<file path="config.mk">
export PLATFORM = sky130hd
export DESIGN_NAME = uart_rx_buffer
export DESIGN_NICKNAME = d
export VERILOG_FILES = /design/src/rtl/uart_pkg.sv /design/src/rtl/uart_sync_fifo.sv /design/src/rtl/uart_rx_buffer.sv
export SDC_FILE = /design/constraint.sdc
export NUM_CORES = 1
export LEC_CHECK = 0
export CORE_UTILIZATION = 40
export CTS_CLUSTER_DIAMETER = 60
export CTS_CLUSTER_SIZE = 12
export DETAILED_ROUTE_END_ITERATION = 7
export GPL_TIMING_DRIVEN = 1
export SYNTH_ARGS = -nofsm -noshare
export SYNTH_HDL_FRONTEND = slang
export SYNTH_SLANG_ARGS = --single-unit
export TNS_END_PERCENT = 1
</file>
<file path="constraint.sdc">
create_clock -name Clk_16_9600 -period 4.4 [get_ports Clk_16_9600]
set_input_delay 1.1 -clock Clk_16_9600 [delete_from_list [all_inputs] [get_ports Clk_16_9600]]
set_output_delay 1.1 -clock Clk_16_9600 [all_outputs]
set_load 0.02 [all_outputs]
</file>
<file path="src/rtl/uart_pkg.sv">
// Shared UART constants for the serial receive path.
package uart_pkg;

  localparam int UART_DATA_W      = 8;
  localparam int UART_OVERSAMPLE  = 16;
  localparam int UART_RXBUF_DEPTH = 16;

endpackage : uart_pkg

</file>
<file path="src/rtl/uart_sync_fifo.sv">
// Generic single-clock first-word-fall-through FIFO with occupancy count.
// A pop on an empty FIFO is ignored. A push on a full FIFO is accepted only when a pop frees a slot in the same cycle.
module uart_sync_fifo #(
  parameter int DATA_W = 8,
  parameter int DEPTH  = 16,
  parameter int AW     = $clog2(DEPTH)
) (
  input  logic              clk,
  input  logic              rst_n,
  input  logic              push_i,
  input  logic [DATA_W-1:0] push_data_i,
  input  logic              pop_i,
  output logic [DATA_W-1:0] head_o,
  output logic              empty_o,
  output logic              full_o,
  output logic [AW:0]       count_o
);

  localparam logic [AW:0] FULL_CNT = (AW+1)'(DEPTH);

  logic [DATA_W-1:0] mem_q [DEPTH];
  logic [AW-1:0]     wp_q, wp_d;
  logic [AW-1:0]     rp_q, rp_d;
  logic [AW:0]       count_q, count_d;
  logic              do_push, do_pop;

  assign empty_o = (count_q == '0);
  assign full_o  = (count_q == FULL_CNT);
  assign head_o  = mem_q[rp_q];

  assign do_pop  = pop_i & ~empty_o;
  assign do_push = push_i & (~full_o | do_pop);

  always_comb begin
    // NOTE: every always_comb output gets a default first so no latch is inferred.
    wp_d    = wp_q;
    rp_d    = rp_q;
    count_d = count_q;
    if (do_push) wp_d = wp_q + AW'(1);
    if (do_pop)  rp_d = rp_q + AW'(1);
    case ({do_push, do_pop})
      2'b10:   count_d = count_q + 1'b1;
      2'b01:   count_d = count_q - 1'b1;
      default: count_d = count_q;
    endcase
  end

  // NOTE: sequential state is updated with non-blocking assignments only.
  always_ff @(posedge clk or negedge rst_n) begin
    if (!rst_n) begin
      wp_q    <= '0;
      rp_q    <= '0;
      count_q <= '0;
    end else begin
      wp_q    <= wp_d;
      rp_q    <= rp_d;
      count_q <= count_d;
    end
  end

  // NOTE: storage has no reset; the pointers and count alone define which entries are valid.
  always_ff @(posedge clk) begin
    if (do_push) mem_q[wp_q] <= push_data_i;
  end

  assign count_o = count_q;

endmodule : uart_sync_fifo

</file>
<file path="src/rtl/uart_rx_buffer.sv">
// Receive byte buffer: turns each rising edge of RX_STATUS into a FIFO push and flags dropped bytes.
module uart_rx_buffer
  import uart_pkg::*;
#(
  parameter  int DEPTH = UART_RXBUF_DEPTH,
  localparam int AW    = $clog2(DEPTH)
) (
  input  logic                   Clk_16_9600,
  input  logic                   reset,
  input  logic [UART_DATA_W-1:0] RX_DATA,
  input  logic                   RX_STATUS,
  input  logic                   rd_en,
  output logic [UART_DATA_W-1:0] rd_data,
  output logic                   rd_valid,
  output logic                   full,
  output logic [AW:0]            count,
  output logic                   overrun,
  input  logic                   ovr_clr
);

  logic stat_q;
  logic overrun_q, overrun_d;
  logic push, pop, drop, empty;

  // stat_q resets high so a status already asserted at reset release is not taken as a new byte.
  assign push = RX_STATUS & ~stat_q;
  assign pop  = rd_en & rd_valid;
  assign drop = push & full & ~pop;

  assign rd_valid = ~empty;
  assign overrun  = overrun_q;

  // A drop in the same cycle as a clear keeps the flag set.
  always_comb begin
    overrun_d = overrun_q;
    if (drop)         overrun_d = 1'b1;
    else if (ovr_clr) overrun_d = 1'b0;
  end

  always_ff @(posedge Clk_16_9600 or negedge reset) begin
    if (!reset) begin
      stat_q    <= 1'b1;
      overrun_q <= 1'b0;
    end else begin
      stat_q    <= RX_STATUS;
      overrun_q <= overrun_d;
    end
  end

  uart_sync_fifo #(
    .DATA_W (UART_DATA_W),
    .DEPTH  (DEPTH),
    .AW     (AW)
  ) u_fifo (
    .clk         (Clk_16_9600),
    .rst_n       (reset),
    .push_i      (push),
    .push_data_i (RX_DATA),
    .pop_i       (pop),
    .head_o      (rd_data),
    .empty_o     (empty),
    .full_o      (full),
    .count_o     (count)
  );

endmodule : uart_rx_buffer

</file>
# [After elaboration in Yosys (flattened, before gate mapping)]
# Memories as Yosys holds them, arrays and structs flattened.
# Index checks and enable logic that the tools add are counted.
[totals] out_inout_bits=16 ramBits=128 word_cells=32 mem_count=1 reg_bits=15 inputBits=13
[mem_list] name="u_fifo.mem_q" words=16 word_bits=8 read_ports=1 rd_ports_with_merged_regs=0 write_ports=1 line="uart_sync_fifo.sv:21" text="logic [DATA_W-1:0] mem_q [DEPTH];"
[op_classes] n_eq_ne=3 muxes=5 bitwise_logic=11 n_addsub=4 reduce_logical=3
[op_table] operator="5-bit one-hot mux with 2 select lines" count=1
[op_table] operator="4-bit by 1-bit adder with 4-bit output, second input constant" count=2
[op_table] operator="1-bit bitwise AND" count=6
[op_table] operator="5-bit by 1-bit adder with 5-bit output, second input constant" count=1
[op_table] operator="5-bit == test, second input constant" count=1
[op_table] operator="5-bit zero test" count=1
[op_table] operator="5-bit by 1-bit subtractor with 5-bit output, second input constant" count=1
[op_table] operator="1-bit 2-to-1 mux" count=4
[op_table] operator="1-bit NOT" count=4
[op_table] operator="2-bit nonzero test" count=2
[op_table] operator="2-bit by 1-bit == test with 1-bit output, second input constant" count=1
[op_table] operator="2-bit == test, second input constant" count=1
[op_table] operator="1-bit bitwise OR" count=1

# [Longest topological paths before layout]
[depth] ltp_word=8 ltp_mapped=9 mapped_depth_nobuf=8

# [Modules after synthesis]
# A second synthesis with hierarchy kept.
[unflattened] cells_unflattened=321 area_unflattened_um2=5871.9
[modules_own_cells] module="uart_sync_fifo" area_each_um2=5779.3 cells_per_inst=313 n_inst=1 seq_area_each_um2=4169.0
[modules_own_cells] module="uart_rx_buffer" area_each_um2=92.6 cells_per_inst=8 n_inst=1 seq_area_each_um2=51.3

# [Least setup slack after synthesis]
# Ideal clock, no wire load.
[synth_timing] path_type="register -> output" start="reg u_fifo.rp_q[0]" end="out rd_data[0]" stages_incl_launch_ff=5 path_slack_ns=1.511 required_ns=3.300 arrival_ns=1.789 n_path_buf=2 cell_sequence="dfrtp_1 > buf_2 > buf_4 > mux4_2 > mux4_2"
[synth_via] elab_chain_len=1
[synth_rtl] element="start, declared" line="uart_sync_fifo.sv:23" text="logic [AW-1:0] rp_q, rp_d;"
[synth_rtl] element="start signal, assigned" line="uart_sync_fifo.sv:56" text="rp_q <= rp_d;"
[synth_rtl] element="memory 16 x 8 bit"
[synth_rtl] element="end, declared" line="uart_rx_buffer.sv:13" text="output logic [UART_DATA_W-1:0] rd_data,"
# Every way passes these cells.

# [Worst setup path in the final report]
[layout_timing] start="reg u_fifo.rp_q[0]" end="out rd_data[7]"
# Same word-level chain as after synthesis.

==> qor.csv <==
stage;metric;value;unit
sta;headroom to the max-slew limit;47.7;%
yosys;Yosys cell types;43;
critical_path;CP cell instances;buf_4 > mux4_2 > mux4_2 > clkdlybuf4s50_1;
sta;fmax;253;MHz
power_and_ir_drop;VDD IR max;0.321;mV
placed_design;Routability Congestion;0.734;
sta;Final Hold Vio Count;0;
power_and_ir_drop;Lkg Pwr;2.28;nW
final_layout;most frequent cells in the layout;edfxtp_1, mux4_2, clkdlybuf4s50_1, clkbuf_16, and2_1;
clock_tree;CTS tree;built;
detailed_routing;routed wire length;11500;µm
floorplan;I/O pins;29;
sta;Tightest Pin Transition;0.784;ns
yosys;syn nets;304;
yosys;synthesized flop and latch total;143;
placed_design;HPWL Detailed;6780;µm
run;MaxCap Viol Count;0;
final_layout;Antenna diodes;0;
detailed_routing;Vias;2779;
critical_path;CP startpoint kind;flip-flop;
yosys;Cell Area, Synth;0.00582;mm²
sta;skew final;0.00877;ns
final_layout;most common cell after layout, fill and taps aside;edfxtp_1;
detailed_routing;Iter 0 DRT Violations;294;
placed_design;# port buffers;28;
floorplan;die height;123;µm
critical_path;Slowest-stage cell, CP;clkdlybuf4s50_1;
min_path;Min-Delay Path Class;flip-flop to flip-flop;
critical_path;CP bufs+invs;2;
power_and_ir_drop;PD cells;661;mW/mm²
clock_tree;Post-CTS Hold Buffers;0;
detailed_routing;routed wire length per instance;22.1;µm
global_routing;Total GRT Usage;17.1;%
clock_tree;CTS resizes;0;
final_layout;fillers;1122;
yosys;ys async rst share;10.5;%
final_layout;share of cells above drive strength 1;26.3;%
critical_path;slowest cell delay on critical path;0.56;ns
global_routing;pin count of the biggest net entering global routing;36;
clock_tree;CTS H-tree depth;4;
sta;post-route clock period utilization;89.7;%
floorplan;total die area;0.0150;mm²
sta;Final setup viols;0;
global_routing;grt ovf;0;
detailed_routing;antenna viol nets, final;0;
yosys;mean post-synth cell area;20.5;µm²
yosys;Synth Flop Type;edfxtp_1;
detailed_routing;DR pass1 iterations;4;
floorplan;Initial Util;41.5;%
global_routing;vias in the first global route;2800;
critical_path;Worst Path Max Fanout;13;
clock_tree;Root Buffer;clkbuf_16;
final_layout;Reg area;0.00422;mm²
floorplan;core area;0.0140;mm²
yosys;EDFF count, synth;128;
run_status;run status;complete, no violations;
yosys;Yosys Warn Count;0;
clock_tree;CTS buffer count;17;
yosys;Syn Inst Count;284;
sta;post-route setup TNS;0;ns
clock_tree;clk buf depth;2;
critical_path;Worst path most repeated cell;mux4_2;
placed_design;placed cell count;486;
sta;final hold slack;0.534;ns
clock_tree;Skew-Pair Late Insertion Delay;0.42;ns
critical_path;Critical Path RT;3.30;ns
detailed_routing;DRC violations left;0;
critical_path;CP top delay family;multiplexers;
final_layout;Layout Nets;345;
critical_path;critical path capture point type;output pin;
floorplan;Die Width;123;µm
final_layout;area taken by multi-input logic gates;0.00150;mm²
clock_tree;CTS clk-pin slew, worst paths;0.06;ns
global_routing;first-pass GRT wire length;17200;µm
clock_tree;Sink Count;143;
sta;fin. max-slew vios;0;
final_layout;Syn-to-layout area delta;19.7;%
critical_path;critical path arrival;2.85;ns
yosys;sequential share of the synthesized area;72.5;%
final_layout;non-filler cells, final;518;
global_routing;initial antenna violation count;0;
floorplan;row count;43;
clock_tree;total setup buffers inserted after CTS;0;
sta;post-layout minimum cycle time;3.95;ns
detailed_routing;drt via density;5.36;
critical_path;critical path class;flip-flop to output pin;
sta;RSZ-0062 raised after global routing;false;
[cells by family after synthesis]
logic type	share of synthesized area (%)
xor gates and xnor gates	1.35
AOI/OAI and AO/OA	2.51
DFF	72.5
muxes	15.9
and+or+nand+nor	4.45
adders and majority gates	1.50
buffers and inverters	1.83
[cells in the mapped netlist, types with 3 or more instances]
| master | number | share of area, % |
|---|---|---|
| and2_1 | 15 | 1.6 |
| buf_1 | 4 | 0.26 |
| buf_2 | 4 | 0.34 |
| buf_4 | 3 | 0.39 |
| clkbuf_1 | 3 | 0.19 |
| dfrtp_1 | 14 | 6.0 |
| edfxtp_1 | 128 | 66 |
| ha_1 | 7 | 1.5 |
| inv_1 | 10 | 0.64 |
| mux4_2 | 40 | 15 |
| nand2_1 | 5 | 0.32 |
| nand4_1 | 3 | 0.32 |
| nor2_1 | 5 | 0.32 |
| xnor2_1 | 7 | 1.1 |
[routing by layer]
metal  global-route usage [%]  share of wire, %
met1                     23.8                45
met2                     25.2                48
met3                     4.74               6.2
met4                     7.01               1.7
met5                        0                 0
[worst register-to-register path: stages, from the launching register on]
cell and delay (ns):
dfrtp_1 0.49, nor4_4 0.53, a221oi_2 0.11, buf_4 0.19, xor2_1 0.15, ha_1 0.23
o31a_1 0.33, a211o_1 0.30, nand4_1 0.08
[power by group]
group | total [mW] | switching (mW) | internal [mW] | leakage, nW
Sequential | 1.78 | 0.175 | 1.61 | 1.33
Clock | 1.52 | 0.563 | 0.956 | 0.293
Combinational | 1.31 | 0.591 | 0.717 | 0.657
[flip-flops by register name, indices dropped and copies added (netlist names)]
signal / count
stat_q: 1
u_fifo.count_o: 5
u_fifo.wp_q: 4
u_fifo.rp_q: 4
overrun: 1
u_fifo.mem_q: 128
[final timing paths]
path / startpoint / to / slack, ns / cells after the start
min: overrun / overrun / 0.53 / 2
max: u_fifo.rp_q[0] / rd_data[7] / 0.45 / 4
max in group asynchronous: reset / u_fifo.rp_q[0] / 2.78 / 1
min in group asynchronous: reset / overrun / 1.11 / 1
max reg2reg: u_fifo.count_o[2] / u_fifo.count_o[4] / 1.95 / 8
min reg2reg: overrun / overrun / 0.53 / 2
[through the flow]
step                util [%]  cell area [µm²]  setup slack, ns  power, mW
detailed placement      45.1             6330            0.848       3.14
floorplan                  -             5820             1.51       2.70
global route            49.6             6970            0.349       4.82
finish                  49.6             6970            0.453       4.61
CTS                     49.6             6970            0.391       4.67
global placement        45.1             6330            0.869       3.14
[cell type report]
class | instances | area share (%)
clock buffers | 17 | 6.11
multi-input cells | 117 | 21.5
clock inverters | 15 | 3.02
flip-flops and latches | 143 | 60.6
well taps | 180 | 3.23
inverters | 10 | 0.539
repair buffers | 36 | 5.06
(Power assumes the default switching activity.)
